File: config.mk
export PLATFORM = sky130hd
export DESIGN_NAME = conv_sequencer
export DESIGN_NICKNAME = d
export VERILOG_FILES = /design/src/rtl/conv_sequencer.sv
export SDC_FILE = /design/constraint.sdc
export NUM_CORES = 1
export LEC_CHECK = 0
export ABC_AREA = 1
export CAP_MARGIN = 20
export CORE_ASPECT_RATIO = 1.25
export CORE_UTILIZATION = 55
export CTS_CLUSTER_SIZE = 14
export DETAILED_ROUTE_END_ITERATION = 8
export PLACE_DENSITY = 0.77
export SLEW_MARGIN = 10
export SYNTH_ARGS = -nofsm -noshare
export SYNTH_HDL_FRONTEND = slang
export SYNTH_SLANG_ARGS = --single-unit
File: constraint.sdc
create_clock -name clk -period 5.7 [get_ports clk]
set_clock_uncertainty 0.2 [all_clocks]
set_input_delay 1.14 -clock clk [delete_from_list [all_inputs] [get_ports clk]]
set_output_delay 1.14 -clock clk [all_outputs]
set_load 0.01 [all_outputs]
File: src/rtl/conv_sequencer.sv
// Address and MAC-strobe sequencer for the 2D convolution datapath.
// Walks every valid output position, issues K*K taps per output, then hands each result off on valid/ready.
module conv_sequencer #(
   parameter int R    = 9,
   parameter int C    = 8,
   parameter int MAXK = 4,
   localparam int K_BITS      = $clog2(MAXK + 1),
   localparam int X_ADDR_BITS = $clog2(R * C),
   localparam int W_ADDR_BITS = $clog2(MAXK * MAXK)
) (
   input  logic                   clk,
   input  logic                   reset,
   input  logic                   inputs_loaded,
   input  logic [K_BITS-1:0]      K,
   output logic [X_ADDR_BITS-1:0] X_read_addr,
   output logic [W_ADDR_BITS-1:0] W_read_addr,
   output logic                   mac_en,
   output logic                   mac_init,
   output logic                   out_valid,
   input  logic                   out_ready,
   output logic                   out_last,
   output logic                   compute_finished
);

   localparam int I_BITS = $clog2(R + 1);
   localparam int J_BITS = $clog2(C + 1);
   localparam int XW     = X_ADDR_BITS + 1;
   localparam int WW     = W_ADDR_BITS + 1;

   typedef enum logic [2:0] {
      S_IDLE,
      S_ISSUE,
      S_DRAIN,
      S_OUTPUT,
      S_DONE
   } state_e;

   state_e                 state_q, state_d;
   logic [K_BITS-1:0]      k_q, k_d;
   logic [I_BITS-1:0]      i_q, i_d;
   logic [J_BITS-1:0]      j_q, j_d;
   logic [K_BITS-1:0]      kr_q, kr_d;
   logic [K_BITS-1:0]      kc_q, kc_d;
   logic [X_ADDR_BITS-1:0] x_addr_q, x_addr_d;
   logic [W_ADDR_BITS-1:0] w_addr_q, w_addr_d;
   logic                   mac_en_q, mac_en_d;
   logic                   mac_init_q, mac_init_d;
   logic                   idle_hold_q, idle_hold_d;

   logic                   k_legal;
   logic [K_BITS-1:0]      k_last_idx;
   logic [I_BITS-1:0]      i_max;
   logic [J_BITS-1:0]      j_max;
   logic                   kc_last;
   logic                   tap_last;
   logic                   i_last;
   logic                   j_last;
   logic                   pos_last;
   logic [X_ADDR_BITS-1:0] x_addr_tap;
   logic [W_ADDR_BITS-1:0] w_addr_tap;

   always_comb begin
      k_legal    = (32'(K) >= 32'd2) && (32'(K) <= 32'(MAXK)) &&
                   (32'(K) <= 32'(R)) && (32'(K) <= 32'(C));
      k_last_idx = k_q - K_BITS'(1);
      i_max      = I_BITS'(R) - I_BITS'(k_q);
      j_max      = J_BITS'(C) - J_BITS'(k_q);
      kc_last    = (kc_q == k_last_idx);
      tap_last   = kc_last && (kr_q == k_last_idx);
      i_last     = (i_q == i_max);
      j_last     = (j_q == j_max);
      pos_last   = i_last && j_last;
      // Evaluate one bit wider than the address so no partial sum wraps
      x_addr_tap = X_ADDR_BITS'((XW'(i_q) + XW'(kr_q)) * XW'(C) + XW'(j_q) + XW'(kc_q));
      w_addr_tap = W_ADDR_BITS'(WW'(kr_q) * WW'(k_q) + WW'(kc_q));
   end

   always_comb begin
      state_d     = state_q;
      k_d         = k_q;
      i_d         = i_q;
      j_d         = j_q;
      kr_d        = kr_q;
      kc_d        = kc_q;
      x_addr_d    = x_addr_q;
      w_addr_d    = w_addr_q;
      mac_en_d    = 1'b0;
      mac_init_d  = 1'b0;
      idle_hold_d = 1'b0;
      unique case (state_q)
         S_IDLE: begin
            // The IDLE cycle right after DONE ignores inputs_loaded
            if (inputs_loaded && !idle_hold_q) begin
               k_d     = K;
               i_d     = '0;
               j_d     = '0;
               kr_d    = '0;
               kc_d    = '0;
               state_d = k_legal ? S_ISSUE : S_DONE;
            end
         end
         S_ISSUE: begin
            mac_en_d   = 1'b1;
            mac_init_d = (kr_q == '0) && (kc_q == '0);
            x_addr_d   = x_addr_tap;
            w_addr_d   = w_addr_tap;
            if (kc_last) begin
               kc_d = '0;
               if (tap_last) begin
                  state_d = S_DRAIN;
               end else begin
                  kr_d = kr_q + K_BITS'(1);
               end
            end else begin
               kc_d = kc_q + K_BITS'(1);
            end
         end
         S_DRAIN: begin
            state_d = S_OUTPUT;
         end
         S_OUTPUT: begin
            if (out_ready) begin
               if (pos_last) begin
                  state_d = S_DONE;
               end else begin
                  kr_d    = '0;
                  kc_d    = '0;
                  state_d = S_ISSUE;
                  if (j_last) begin
                     j_d = '0;
                     i_d = i_q + I_BITS'(1);
                  end else begin
                     j_d = j_q + J_BITS'(1);
                  end
               end
            end
         end
         S_DONE: begin
            state_d     = S_IDLE;
            idle_hold_d = 1'b1;
         end
         default: begin
            state_d = S_IDLE;
         end
      endcase
   end

   always_ff @(posedge clk) begin
      if (reset) begin
         state_q     <= S_IDLE;
         k_q         <= '0;
         i_q         <= '0;
         j_q         <= '0;
         kr_q        <= '0;
         kc_q        <= '0;
         x_addr_q    <= '0;
         w_addr_q    <= '0;
         mac_en_q    <= 1'b0;
         mac_init_q  <= 1'b0;
         idle_hold_q <= 1'b0;
      end else begin
         state_q     <= state_d;
         k_q         <= k_d;
         i_q         <= i_d;
         j_q         <= j_d;
         kr_q        <= kr_d;
         kc_q        <= kc_d;
         x_addr_q    <= x_addr_d;
         w_addr_q    <= w_addr_d;
         mac_en_q    <= mac_en_d;
         mac_init_q  <= mac_init_d;
         idle_hold_q <= idle_hold_d;
      end
   end

   // The live tap address is driven during ISSUE; elsewhere the last issued one is held
   assign X_read_addr      = (state_q == S_ISSUE) ? x_addr_tap : x_addr_q;
   assign W_read_addr      = (state_q == S_ISSUE) ? w_addr_tap : w_addr_q;
   assign mac_en           = mac_en_q;
   assign mac_init         = mac_init_q;
   assign out_valid        = (state_q == S_OUTPUT);
   assign out_last         = (state_q == S_OUTPUT) && pos_last;
   assign compute_finished = (state_q == S_DONE);

endmodule

# ---- Word-level counts from Yosys, hierarchy flattened
# Cells that the tools add are included.
dict set report word_totals {
  input_bits 7
  word_cells 88
  reg_bits 34
  romBits 0
  out_inout_bits 16
  ramBits 0
  latchBits 0
  memories 0
}
dict set report classes {
  n_div 0
  shifts 0
  mux 28
  multipliers 1
  eq_ne 15
  n_addsub 11
  reduce_logical 19
  bitwise 1
  order_cmp 2
}
# cell count
set ops {}
lappend ops {{two-way mux 3 bit} 12}
lappend ops {{two-way mux 4 bit} 8}
lappend ops {{case mux 3 bit (3 select lines)} 2}
lappend ops {{case mux 4 bit (2 select lines)} 2}
lappend ops {{case mux 3 bit (4 select lines)} 1}
lappend ops {{AND reduction 4 bit} 3}
lappend ops {{!= test 2 bit (second input constant)} 5}
lappend ops {{logical NOT 3 bit} 3}
lappend ops {{adder 4 x 1 -> 4 bit (second input constant)} 2}
lappend ops {{adder 4 x 3 -> 4 bit} 2}
lappend ops {{== test 4 bit} 2}
lappend ops {{subtractor 4 x 3 -> 4 bit (first input constant)} 2}
lappend ops {{adder 7 x 3 -> 7 bit} 1}
lappend ops {{adder 7 x 4 -> 7 bit} 1}
lappend ops {{two-way mux 7 bit} 1}
lappend ops {{adder 3 x 1 -> 3 bit (second input constant)} 2}
lappend ops {{== test 3 x 2 -> 1 bit (second input constant)} 2}
lappend ops {{== test 3 bit} 2}
lappend ops {{logical AND 1 bit} 6}
lappend ops {{AND reduction 6 bit} 1}
lappend ops {{AND reduction 5 bit} 1}
lappend ops {{multiplier 3 x 3 -> 4 bit} 1}
lappend ops {{!= test 2 x 1 -> 1 bit (second input constant)} 2}
lappend ops {{== test 3 x 1 -> 1 bit (second input constant)} 1}
lappend ops {{other kinds (11)} 12}

# ---- Depth between registers and ports, before layout
dict set report depth {
  word_depth 6
  mapped_depth 14
}

# ---- Least setup slack after synthesis
# Ideal clock, no wire load.
dict set report synth_timing {
  path_kind {reg2out}
  from {register kr_q[1]}
  to {output W_read_addr[3]}
  path_stages_with_launch 11
  n_path_buf 0
  arrival_ns 2.697
  t_required_ns 4.360
  setup_slack_ns 1.663
  cell_sequence {dfxtp_1 nand2_1 fa_1 inv_1 fa_1 fa_1 xnor2_1 xnor2_1 or2_2 nand3_1 nand2_1}
}
dict set report synth_between {
  elab_chain_len 3
}
# item line_no
set synth_lines {}
lappend synth_lines {{start: declaration} 42} ;# logic [K_BITS-1:0] kr_q, kr_d;
lappend synth_lines {{start signal: assignment} 166} ;# kr_q <= kr_d;
lappend synth_lines {{multiplier 3 x 3 -> 4 bit} 75} ;# w_addr_tap = W_ADDR_BITS'(WW'(kr_q) * WW'(k_q) + WW'(kc_q));
lappend synth_lines {{adder 4 x 3 -> 4 bit} 75}
lappend synth_lines {{two-way mux 4 bit} -}
lappend synth_lines {{end: declaration} 16} ;# output logic [W_ADDR_BITS-1:0] W_read_addr,
# No other way between the ends.

# ---- Worst setup path in the final report
# Ends and elaborated chain as after synthesis.

==> metrics.cfg <==
[status]
status = finished clean

[drt]
num_vias = 2314
wl_per_cell_um = 12.66
dr.pass1.iters = 5
ant_nets = 0
drc = 0
vias_per_cell = 5.177
drt-total-wl_mm = 5.657
drtIter0Drc = 119

[pwr]
p_switching_w = 0.0006394
total_power_w = 0.001377
vdd_drop_max_v = 0.0002619
p_comb_share_pct = 60.3
p_int_w = 0.0007375
p_leak_nw = 1.361
seqPwrFrac_pct = 26.7
switching_share_pct = 46.44
power_density_nw_per_um2 = 487.6
p_clk_share_pct = 13.0

[hold_path]
whs_endpoint = w_addr_q[3]$_SDFF_PP0_
min_delay_path_depth = 2
min_from = w_addr_q[3]$_SDFF_PP0_
hold_path_class = flip-flop to flip-flop

[synth]
synth_fp_nets = 401
ys_warn_count = 0
synth.distinct_cells = 30
synth.avg_cell_area_um2 = 6.732
syn_area_um2 = 2477
netlist_instances = 368
ys_seq_elements = 34
synth_seq_area_share_pct = 27.47

[clock_network]
cts_setup_buffers = 0
postCtsResizedCells = 0
hold_buffers = 0
clkSinkCount = 34
insertion_delay_ns = 0.29
clk_pin_slew_ns = 0.07
cts.htree.levels = 2
clockBufferDepth = 2
cts_buffers = 5
cts_tree = done
clockRootBuffer = clkbuf_8

[setup_path]
reg2reg_depth = 10
required_ns = 4.36
worstPathArrival_ns = 3.63
end_kind = output port
path_class = flip-flop to output port
r2r_slack_ns = 2.47
start_kind = flip-flop
crit_path_max_fanout = 8
rr_endpoint = w_addr_q[3]$_SDFF_PP0_
timing.rr.start = kr_q[1]$_SDFFE_PP0P_

[sta]
clock.fmax_mhz = 201.2
setup_viol = 0
hold_slack_ns = 0.2773
slew_headroom_pct = 39.70
fin_crit_ns = 4.971
fin_crit_sh_pct = 87.20
worst_slew_pin_slew_ns = 0.9016
hold_viol = 0
setup-tns-final_ns = 0
rsz0062_at_grt = false
slew_viol_final = 0

[floorplan]
dieArea_um2 = 4778
io_pins = 23
fp-row-count = 26
core_area_um2 = 4197
start_util_pct = 59.03
die_h_um = 77.04
die_x_um = 62.03

[global_routing]
grt-ovfl-total = 0
grt_pass1_wl_mm = 9.425
grtUsageTotal_pct = 26.48
grt_pass1_vias = 2215
grt_max_degree = 24
antenna_found_initial = 0

[finish]
fin_cells = 447
area_delta_synth_final_pct = 13.99
drive_gt1_share_pct = 9.463
antennaDiodeCount = 0
fillers = 401
fin_nets = 425

[placed_design]
dpl.hpwl_mm = 4.231
dp.cells = 441
place_congestion = 0.9117
io_buffers = 22

[job]
maxCapViolations = 0

[cell usage after synthesis, drive strengths merged]
cell type,instances,share of area (%)
nand2,114,18
inv,56,8.5
dfxtp,34,27
a21oi,33,6.8
nor2,27,4.6
ha,21,11
nand3,20,4.4
o21ai,11,2.2
or2,10,2.5
a211oi,6,1.8
xor2,6,2.1
fa,5,4.0
nand4,5,1.3
xnor2,5,1.8
buf,4,1.1
nor3,3,0.81
and2,2,0.50
clkbuf,2,0.30
nand3b,2,0.61
clkinv,1,0.15
o31ai,1,0.30
[routing by layer]
layer | part of all wire [%] | vias up | global-route usage (%)
li1 | - | 1207 | -
met1 | 41 | 1041 | 29.04
met2 | 52 | 54 | 46.49
met3 | 4.3 | 12 | 5.059
met4 | 2.6 | 0 | 12.00
met5 | 0 | - | 0
[sequential cells by signal (all words and copies together), names as in the netlist]
name,count
x_addr_q,7
kr_q,3
j_q,4
k_q,3
idle_hold_q,1
mac_init,1
i_q,4
kc_q,3
w_addr_q,4
mac_en,1
state_q,3
[logic make-up (layout without fill, tap and decap cells)]
kind of cell	count (synthesis)	count (layout)	share of synthesized area [%]
DFF	34	34	27.47
AOI/OAI and AO/OA	51	51	11.16
xor gates and xnor gates	11	11	3.889
and+or+nand+nor	183	183	32.83
buffers and inverters	63	86	10.00
adders and majority gates	26	26	14.65
[metrics by stage]
step | setup WS (ns) | instance area (µm²) | utilization, %
floorplan | 1.663 | 2477 | -
global placement | 1.151 | 2741 | 65.33
detailed placement | 1.073 | 2741 | 65.33
CTS | 0.7222 | 2824 | 67.29
global route | 0.5238 | 2824 | 67.29
finish | 0.7293 | 2824 | 67.29
[power groups by stage]
stage                     Combinational (W)  Sequential, W  Clock (W)
after floorplan                    0.000589       0.000355          0
after detailed placement           0.000821       0.000370          0
final                              0.000831       0.000368   0.000178
after CTS                          0.000830       0.000367   0.000182
after global routing               0.000944       0.000380   0.000190
after global placement             0.000804       0.000367          0
[final cells by class]
class | instances | area, µm² | share of cell area [%]
timing repair buffer | 23 | 227.7 | 8.064
sequential | 34 | 680.7 | 24.10
inverter | 57 | 214.0 | 7.576
multi-input combinational | 271 | 1549 | 54.85
tap | 56 | 70.07 | 2.481
clock buffer | 6 | 82.58 | 2.924
[critical path, stage by stage, from the launching register on]
cell and delay, ns:
dfxtp_1 0.50, nand2_1 0.13, fa_1 0.53, inv_1 0.06, fa_1 0.49, fa_1 0.44, xnor2_1 0.19, xnor2_1 0.09
or2_2 0.27, nand3_1 0.10, nand2_1 0.06, clkdlybuf4s50_1 0.47
[cells in the final DEF (no fill, tap or decap), drive strengths merged, types with 10 or more instances in the layout]
master and instances:
nand2 114, inv 56, dfxtp 34, a21oi 33
nor2 27, clkdlybuf4s50 22, ha 21, nand3 20
o21ai 11, or2 10
[worst max-delay path by stage]
stage	to	slack (ns)	startpoint	depth (start not counted)
6_report	W_read_addr[3]	0.73	kr_q[1]$_SDFFE_PP0P_	11
5_1_grt	W_read_addr[3]	0.52	k_q[2]$_SDFFE_PP0P_	11
4_1_cts	W_read_addr[3]	0.72	kr_q[1]$_SDFFE_PP0P_	11
3_5_place_dp	W_read_addr[3]	1.07	k_q[2]$_SDFFE_PP0P_	11
3_3_place_gp	W_read_addr[3]	1.15	kr_q[1]$_SDFFE_PP0P_	11
2_1_floorplan	W_read_addr[3]	1.66	kr_q[1]$_SDFFE_PP0P_	10
(Power assumes the default switching activity.)
